--- src/rtl/hcm_readout_sequencer_pkg.sv ---
// rtl/hcm_readout_sequencer_pkg.sv - shared HCM geometry defaults and sequencer state type
//
// Purpose: HCM geometry shared with the rest of HCMPP (row count, row index width,
// row width) plus the readout sequencer's default window sizes, read latency and
// output buffer depth. The sequencer FSM state type is defined here as well.
package hcm_readout_sequencer_pkg;

    localparam int NROWS_HCM        = 65536;
    localparam int ROWINDEXBITS_HCM = 16;
    localparam int NCOLS_HCM        = 64;

    localparam int HEAD_ROWS_HCM    = 50;
    localparam int TAIL_ROWS_HCM    = 50;
    localparam int RD_LAT_HCM       = 2;
    localparam int FIFO_DEPTH_HCM   = 8;

    typedef enum logic [2:0] {
        ST_IDLE  = 3'd0,
        ST_HEAD  = 3'd1,
        ST_TAIL  = 3'd2,
        ST_FULL  = 3'd3,
        ST_DRAIN = 3'd4
    } seqState_t;

endpackage

--- src/rtl/hcm_readout_fifo.sv ---
// rtl/hcm_readout_fifo.sv - synchronous output buffer for returned HCM rows
//
// Purpose: single-clock FIFO holding {row index, row data} entries between the
// HCM return path and the downstream stream. Head entry is presented
// combinationally on popData; simultaneous push and pop are legal at any
// fill level, including full, because the write lands in the slot being freed.
// Ports:
//   clk, reset   clock, asynchronous active-low reset (pointers and count)
//   push         write pushData this cycle (caller guarantees no overflow)
//   pushData     entry to write
//   pop          discard head entry this cycle (caller guarantees not empty)
//   popData      head entry
//   count        number of stored entries, 0..DEPTH
//   empty        count == 0
module hcm_readout_fifo #(
    parameter int WIDTH = 80,
    parameter int DEPTH = 8
) (
    input  logic                     clk,
    input  logic                     reset,
    input  logic                     push,
    input  logic [WIDTH-1:0]         pushData,
    input  logic                     pop,
    output logic [WIDTH-1:0]         popData,
    output logic [$clog2(DEPTH):0]   count,
    output logic                     empty
);

    localparam int AW = $clog2(DEPTH);

    logic [WIDTH-1:0] mem [DEPTH];
    logic [AW-1:0]    wrPtr;
    logic [AW-1:0]    rdPtr;

    always_ff @(posedge clk or negedge reset) begin
        if (!reset) begin
            wrPtr <= '0;
            rdPtr <= '0;
            count <= '0;
        end else begin
            if (push) begin
                wrPtr <= wrPtr + AW'(1);
            end
            if (pop) begin
                rdPtr <= rdPtr + AW'(1);
            end
            case ({push, pop})
                2'b10:   count <= count + (AW+1)'(1);
                2'b01:   count <= count - (AW+1)'(1);
                default: count <= count;
            endcase
        end
    end

    // Storage needs no reset: nothing is read until the count says it was written.
    always_ff @(posedge clk) begin
        if (push) begin
            mem[wrPtr] <= pushData;
        end
    end

    assign popData = mem[rdPtr];
    assign empty   = (count == '0);

endmodule

--- src/rtl/hcm_readout_sequencer.sv ---
// rtl/hcm_readout_sequencer.sv - HCM read-side master streaming head/tail or full row dumps
//
// Purpose: on start, reads HCM rows (head window then tail window, or every row),
// tracks each read through an RD_LAT-deep delay line, captures the returned row,
// flags index mismatches and streams the rows out through a small FIFO.
// Ports:
//   clk, reset                  clock, asynchronous active-low reset
//   start, fullDump             begin a pass when idle; fullDump selects all rows
//   idle, passDone, idxError    status: idle, end-of-pass pulse, sticky index fault
//   readRow, rowToRead          HCM read strobe and address
//   hcmBusy                     HCM cannot accept a read this cycle
//   rowPassed, rowReadOutput    HCM returned index and data, RD_LAT after readRow
//   outValid, outReady          output stream handshake
//   outRow, outData             output stream entry
module hcm_readout_sequencer
    import hcm_readout_sequencer_pkg::*;
#(
    parameter int NROWS      = NROWS_HCM,
    parameter int ROWIDXW    = ROWINDEXBITS_HCM,
    parameter int NCOLS      = NCOLS_HCM,
    parameter int HEAD_ROWS  = HEAD_ROWS_HCM,
    parameter int TAIL_ROWS  = TAIL_ROWS_HCM,
    parameter int RD_LAT     = RD_LAT_HCM,
    parameter int FIFO_DEPTH = FIFO_DEPTH_HCM
) (
    input  logic               clk,
    input  logic               reset,
    input  logic               start,
    input  logic               fullDump,
    output logic               idle,
    output logic               passDone,
    output logic               idxError,
    output logic               readRow,
    output logic [ROWIDXW-1:0] rowToRead,
    input  logic               hcmBusy,
    input  logic [ROWIDXW-1:0] rowPassed,
    input  logic [NCOLS-1:0]   rowReadOutput,
    output logic               outValid,
    input  logic               outReady,
    output logic [ROWIDXW-1:0] outRow,
    output logic [NCOLS-1:0]   outData
);

    localparam int CNTW = $clog2(FIFO_DEPTH) + 1;
    localparam int OCCW = CNTW + 1;

    // When the windows cover the whole memory, a windowed pass degenerates
    // into a single sweep so that no row is read twice.
    localparam bit OVERLAP = (HEAD_ROWS + TAIL_ROWS) >= NROWS;

    localparam logic [ROWIDXW-1:0] HEAD_LAST  = ROWIDXW'(HEAD_ROWS - 1);
    localparam logic [ROWIDXW-1:0] TAIL_FIRST = ROWIDXW'(NROWS - TAIL_ROWS);
    localparam logic [ROWIDXW-1:0] LAST_ROW   = ROWIDXW'(NROWS - 1);

    seqState_t           state;
    seqState_t           stateNext;
    logic [ROWIDXW-1:0]  addr;
    logic [ROWIDXW-1:0]  addrNext;

    logic [RD_LAT-1:0]   dlValid;
    logic [ROWIDXW-1:0]  dlIdx [RD_LAT];

    logic [CNTW-1:0]     fifoCount;
    logic                fifoEmpty;
    logic [ROWIDXW+NCOLS-1:0] fifoHead;
    logic                push;
    logic                pop;

    logic [OCCW-1:0]     inFlight;
    logic [OCCW-1:0]     occupancy;
    logic                canIssue;

    // Reads still in the HCM pipeline already own a FIFO slot, so counting them
    // with the stored entries keeps the FIFO from ever overflowing.
    always_comb begin
        inFlight = '0;
        for (int i = 0; i < RD_LAT; i++) begin
            inFlight = inFlight + OCCW'(dlValid[i]);
        end
        occupancy = OCCW'(fifoCount) + inFlight;
        canIssue  = !hcmBusy && (occupancy < OCCW'(FIFO_DEPTH));
    end

    always_comb begin
        stateNext = state;
        addrNext  = addr;
        readRow   = 1'b0;
        passDone  = 1'b0;
        case (state)
            ST_IDLE: begin
                if (start) begin
                    addrNext  = '0;
                    stateNext = (fullDump || OVERLAP) ? ST_FULL : ST_HEAD;
                end
            end
            ST_HEAD: begin
                if (canIssue) begin
                    readRow = 1'b1;
                    if (addr == HEAD_LAST) begin
                        addrNext  = TAIL_FIRST;
                        stateNext = ST_TAIL;
                    end else begin
                        addrNext = addr + ROWIDXW'(1);
                    end
                end
            end
            ST_TAIL, ST_FULL: begin
                if (canIssue) begin
                    readRow = 1'b1;
                    // Compare rather than rely on overflow: the counter parks on the last row.
                    if (addr == LAST_ROW) begin
                        stateNext = ST_DRAIN;
                    end else begin
                        addrNext = addr + ROWIDXW'(1);
                    end
                end
            end
            ST_DRAIN: begin
                if (inFlight == '0 && fifoEmpty) begin
                    passDone  = 1'b1;
                    stateNext = ST_IDLE;
                end
            end
            default: stateNext = ST_IDLE;
        endcase
    end

    always_ff @(posedge clk or negedge reset) begin
        if (!reset) begin
            state <= ST_IDLE;
            addr  <= '0;
        end else begin
            state <= stateNext;
            addr  <= addrNext;
        end
    end

    // Delay line mirrors the HCM read latency; its tail marks the cycle the
    // matching row is on rowPassed/rowReadOutput.
    always_ff @(posedge clk or negedge reset) begin
        if (!reset) begin
            dlValid <= '0;
            for (int i = 0; i < RD_LAT; i++) begin
                dlIdx[i] <= '0;
            end
        end else begin
            dlValid[0] <= readRow;
            dlIdx[0]   <= addr;
            for (int i = 1; i < RD_LAT; i++) begin
                dlValid[i] <= dlValid[i-1];
                dlIdx[i]   <= dlIdx[i-1];
            end
        end
    end

    assign push = dlValid[RD_LAT-1];

    always_ff @(posedge clk or negedge reset) begin
        if (!reset) begin
            idxError <= 1'b0;
        end else if (state == ST_IDLE && start) begin
            idxError <= 1'b0;
        end else if (push && (rowPassed != dlIdx[RD_LAT-1])) begin
            idxError <= 1'b1;
        end
    end

    hcm_readout_fifo #(
        .WIDTH (ROWIDXW + NCOLS),
        .DEPTH (FIFO_DEPTH)
    ) u_fifo (
        .clk      (clk),
        .reset    (reset),
        .push     (push),
        .pushData ({rowPassed, rowReadOutput}),
        .pop      (pop),
        .popData  (fifoHead),
        .count    (fifoCount),
        .empty    (fifoEmpty)
    );

    assign outValid  = !fifoEmpty;
    assign pop       = outValid && outReady;
    assign outRow    = fifoHead[ROWIDXW+NCOLS-1:NCOLS];
    assign outData   = fifoHead[NCOLS-1:0];
    assign rowToRead = addr;
    assign idle      = (state == ST_IDLE) && fifoEmpty;

endmodule

--- config.mk ---
export PLATFORM = sky130hd
export DESIGN_NAME = hcm_readout_sequencer
export DESIGN_NICKNAME = d
export VERILOG_FILES = /design/src/rtl/hcm_readout_sequencer_pkg.sv /design/src/rtl/hcm_readout_fifo.sv /design/src/rtl/hcm_readout_sequencer.sv
export SDC_FILE = /design/constraint.sdc
export NUM_CORES = 1
export LEC_CHECK = 0
export ABC_CLOCK_PERIOD_IN_PS = 7800
export CAP_MARGIN = 20
export CORE_ASPECT_RATIO = 1.1
export CORE_UTILIZATION = 27
export CTS_BUF_LIST = sky130_fd_sc_hd__clkbuf_4
export DETAILED_ROUTE_END_ITERATION = 12
export PLACE_DENSITY = 0.43
export SYNTH_ARGS = -nofsm -noshare
export SYNTH_HDL_FRONTEND = slang
export SYNTH_SLANG_ARGS = --single-unit
--- constraint.sdc ---
create_clock -name clk -period 7.8 [get_ports clk]
set_input_delay 1.95 -clock clk [delete_from_list [all_inputs] [get_ports clk]]
set_output_delay 1.95 -clock clk [all_outputs]
set_load 0.005 [all_outputs]
==> impl_metrics.py <==
metrics = {
    "yosys": {
        "synth.area.top_cells": "edfxtp_1 (71%), mux4_2 (13%), dfrtp_1 (6.0%), mux2_2 (3.5%), xor2_1 (0.62%)",
        "ys_seq_area_share_pct": 77.42,
        "synth_top_family_by_area": "multiplexers",
        "synthTopCellsByCount": "edfxtp_1 (640), mux4_2 (160), mux2_2 (83), dfrtp_1 (64), clkbuf_1 (30)",
        "avgSynthCellArea_um2": 22.50,
        "ys_ff_latch": 704,
        "synth_compound_area_share_pct": 1.503,
        "yosysMostFrequentCell": "edfxtp_1",
        "ys_types": 51,
        "yosysWarnings": 0,
        "synth_simple_gate_area_share_pct": 1.731,
        "syn-num-nets": 1292,
        "synthAdderAreaFrac_pct": 0.5397,
        "synth_top_area_cell": "edfxtp_1",
        "netlist_area_mm2": 0.02689,
        "synthXorXnorAreaFrac_pct": 0.7816,
        "synth_cells": 1195,
        "yosys-mux-area-fraction_pct": 16.95,
        "yosys.area.top_type_share_pct": 71.46,
        "synth-main-ff-cell": "edfxtp_1",
        "async_flop_share_pct": 9.091,
        "synth_edf_count": 640,
    },
    "placement": {
        "portBuffers": 186,
        "hpwl_mm": 33.80,
        "place.gp.congestion": 0.7421,
        "dp_cells": 2642,
        "dp_slack_ns": 1.819,
    },
    "pwr": {
        "p_int_mw": 8.032,
        "power.net_switching_mw": 3.205,
        "pwr-share-clk_pct": 27.6,
        "p_leak_nw": 10.74,
        "powerDensity_mw_per_mm2": 343.3,
        "pwr-share-seq_pct": 42.7,
        "peakVddDrop_mv": 0.2067,
        "combPwrFrac_pct": 29.7,
        "p_sw_share_pct": 28.52,
    },
    "detailed_routing": {
        "wl_mm": 63.44,
        "drt_iter0_drc": 579,
        "via_per_inst": 4.443,
        "avgRoutedWirePerCell_um": 21.38,
        "drcViolationCount": 0,
        "antenna_left": 0,
        "via_count": 13183,
        "first_pass_iters": 4,
    },
    "timing": {
        "hold_viol": 0,
        "finalMaxSlewViolations": 0,
        "fin_worst_skew_ns": 0.06840,
        "fmax_mhz": 167.3,
        "layout_setup_ws_ns": 1.824,
        "fin_tns_setup_ns": 0,
        "fin_crit_ns": 5.976,
        "rsz0062_at_grt": "no",
        "hold_ws_ns": 0.3354,
        "setup_viol": 0,
        "fin_crit_sh_pct": 76.61,
        "tightestPinTransition_ns": 1.108,
        "slew-limit-headroom_pct": 26.13,
    },
    "worst_setup_path": {
        "worstSetupPathType": "in2out",
        "cp_num_buf_inv": 3,
        "cpMaxStageDelayCell": "clkdlybuf4s50_1",
        "r2r_setup_slack_ns": 4.90,
        "critPathArrivalTime_ns": 4.03,
        "crit_fanout": 11,
        "cpMostUsedCell": "clkdlybuf4s50_1",
        "crit_family": "buffers and inverters",
        "slowest_delay_ns": 0.54,
        "worstPathCellList": "clkdlybuf4s50_1 > a211oi_2 > o2111ai_1 > inv_1 > clkdlybuf4s50_1",
        "critPathLaunchType": "input port",
        "crit_required_ns": 5.85,
        "cp-end-kind": "output pin",
    },
    "clocking": {
        "clk_path_buf_depth": 3,
        "cts-resized-gates": 0,
        "clkLatencyLatePin_ns": 1.00,
        "cts_sinks": 704,
        "cts_tree": "yes",
        "ctsHoldBuffers": 0,
        "cts_inserted_buffers": 188,
        "postCtsSetupBuffers": 0,
        "cts-root-buf": "clkbuf_4",
        "htree_levels": 4,
        "path_clk_slew_ns": 0.07,
    },
    "grt": {
        "grt-ovfl-total": 0,
        "grt_max_degree": 99,
        "track_usage_pct": 12.98,
        "grt_pass1_wl_mm": 94.52,
        "antenna_found_initial": 8,
        "grt_pass1_vias": 14864,
    },
    "layout": {
        "nets": 1638,
        "drive_gt1_share_pct": 34.05,
        "syn_to_final_growth_pct": 21.74,
        "multi_input_area_mm2": 0.005838,
        "regArea_mm2": 0.02083,
        "fillCellCount": 9488,
        "fin_cells": 2967,
    },
    "floorplan": {
        "die_w_um": 302.9,
        "die_h_um": 333.0,
        "initial_core_util_pct": 27.20,
        "pin_count": 187,
        "core_region_area_mm2": 0.09886,
        "num_rows": 121,
        "die-area_mm2": 0.1009,
    },
    "status": {
        "status": "finished, final reports clean",
    },
    "flow_run": {
        "maxCapViolCount": 0,
    },
    "min_path": {
        "min-delay-path-class": "reg2reg",
    },
}
==> final cells by class <==
class / instances / area share, %
flip-flops and latches: 704 / 63.63
multi-input cells: 423 / 17.83
repair buffers: 210 / 6.413
clock buffers: 267 / 6.122
well taps: 1291 / 4.934
clock inverters: 56 / 0.8943
inverters: 14 / 0.1605
diodes: 2 / 0.01529
==> per-stage QoR <==
step	area [um^2]	util, %	power [mW]
floorplan	26890	-	6.779
global placement	30440	30.79	8.348
detailed placement	30440	30.79	8.373
CTS	32730	33.11	11.57
global route	32740	33.11	11.95
finish	32740	33.12	11.24
==> cells in the final DEF (no fill, tap or decap), types with 14 or more instances in the layout <==
cell               n
clkinv_1          39
mux2_2            83
edfxtp_1         640
xor2_1            19
buf_4             19
inv_1             14
mux4_2           160
clkbuf_4         267
clkdlybuf4s50_1  185
dfrtp_1           61
o21ai_0           16
nand2_1           17
==> state kept, by name, summed over array words and instances (netlist names) <==
signal	cells
state	3
dlValid	2
u_fifo.wrPtr	3
idxError	1
rowToRead	16
u_fifo.rdPtr	3
dlIdx	32
u_fifo.mem	640
u_fifo.count	4
==> power groups by stage <==
stage	Combinational (mW)	Clock (mW)	Sequential [mW]
after global routing	3.65	3.44	4.85
after CTS	3.49	3.26	4.82
after global placement	3.47	0	4.88
after floorplan	2.03	0	4.75
final	3.34	3.10	4.80
after detailed placement	3.48	0	4.90
==> worst paths after layout <==
kind                             from  cells past startpoint                end
min in group asynchronous       reset                      2       rowToRead[1]
max in group asynchronous       reset                      2    u_fifo.rdPtr[2]
setup reg to reg           dlValid[1]                      4  u_fifo.mem[4][54]
setup / recovery              hcmBusy                      5            readRow
hold reg to reg             dlIdx[16]                      0           dlIdx[0]
hold / removal              dlIdx[16]                      0           dlIdx[0]
==> per-layer routing <==
metal  vias to the layer above  routed length (um)  GRT usage [%]
met5                         -                  98              0
met4                        14                1142          4.908
met3                       102                3974          4.762
met2                       316               31350          21.07
met1                      6956               26880          15.63
li1                       5795                   -              -
==> kinds of logic (layout without fill, tap and decap cells) <==
group,Yosys count,in the layout
adder cells (fa/ha/maj),11,11
multiplexers,245,245
AND/OR/NAND/NOR,84,84
AO/OA/AOI/OAI,59,59
other,0,2
XOR/XNOR,24,24
flip-flops,704,704
buffers and inverters,68,547
Note: power is estimated with default switching activity, not from simulation.
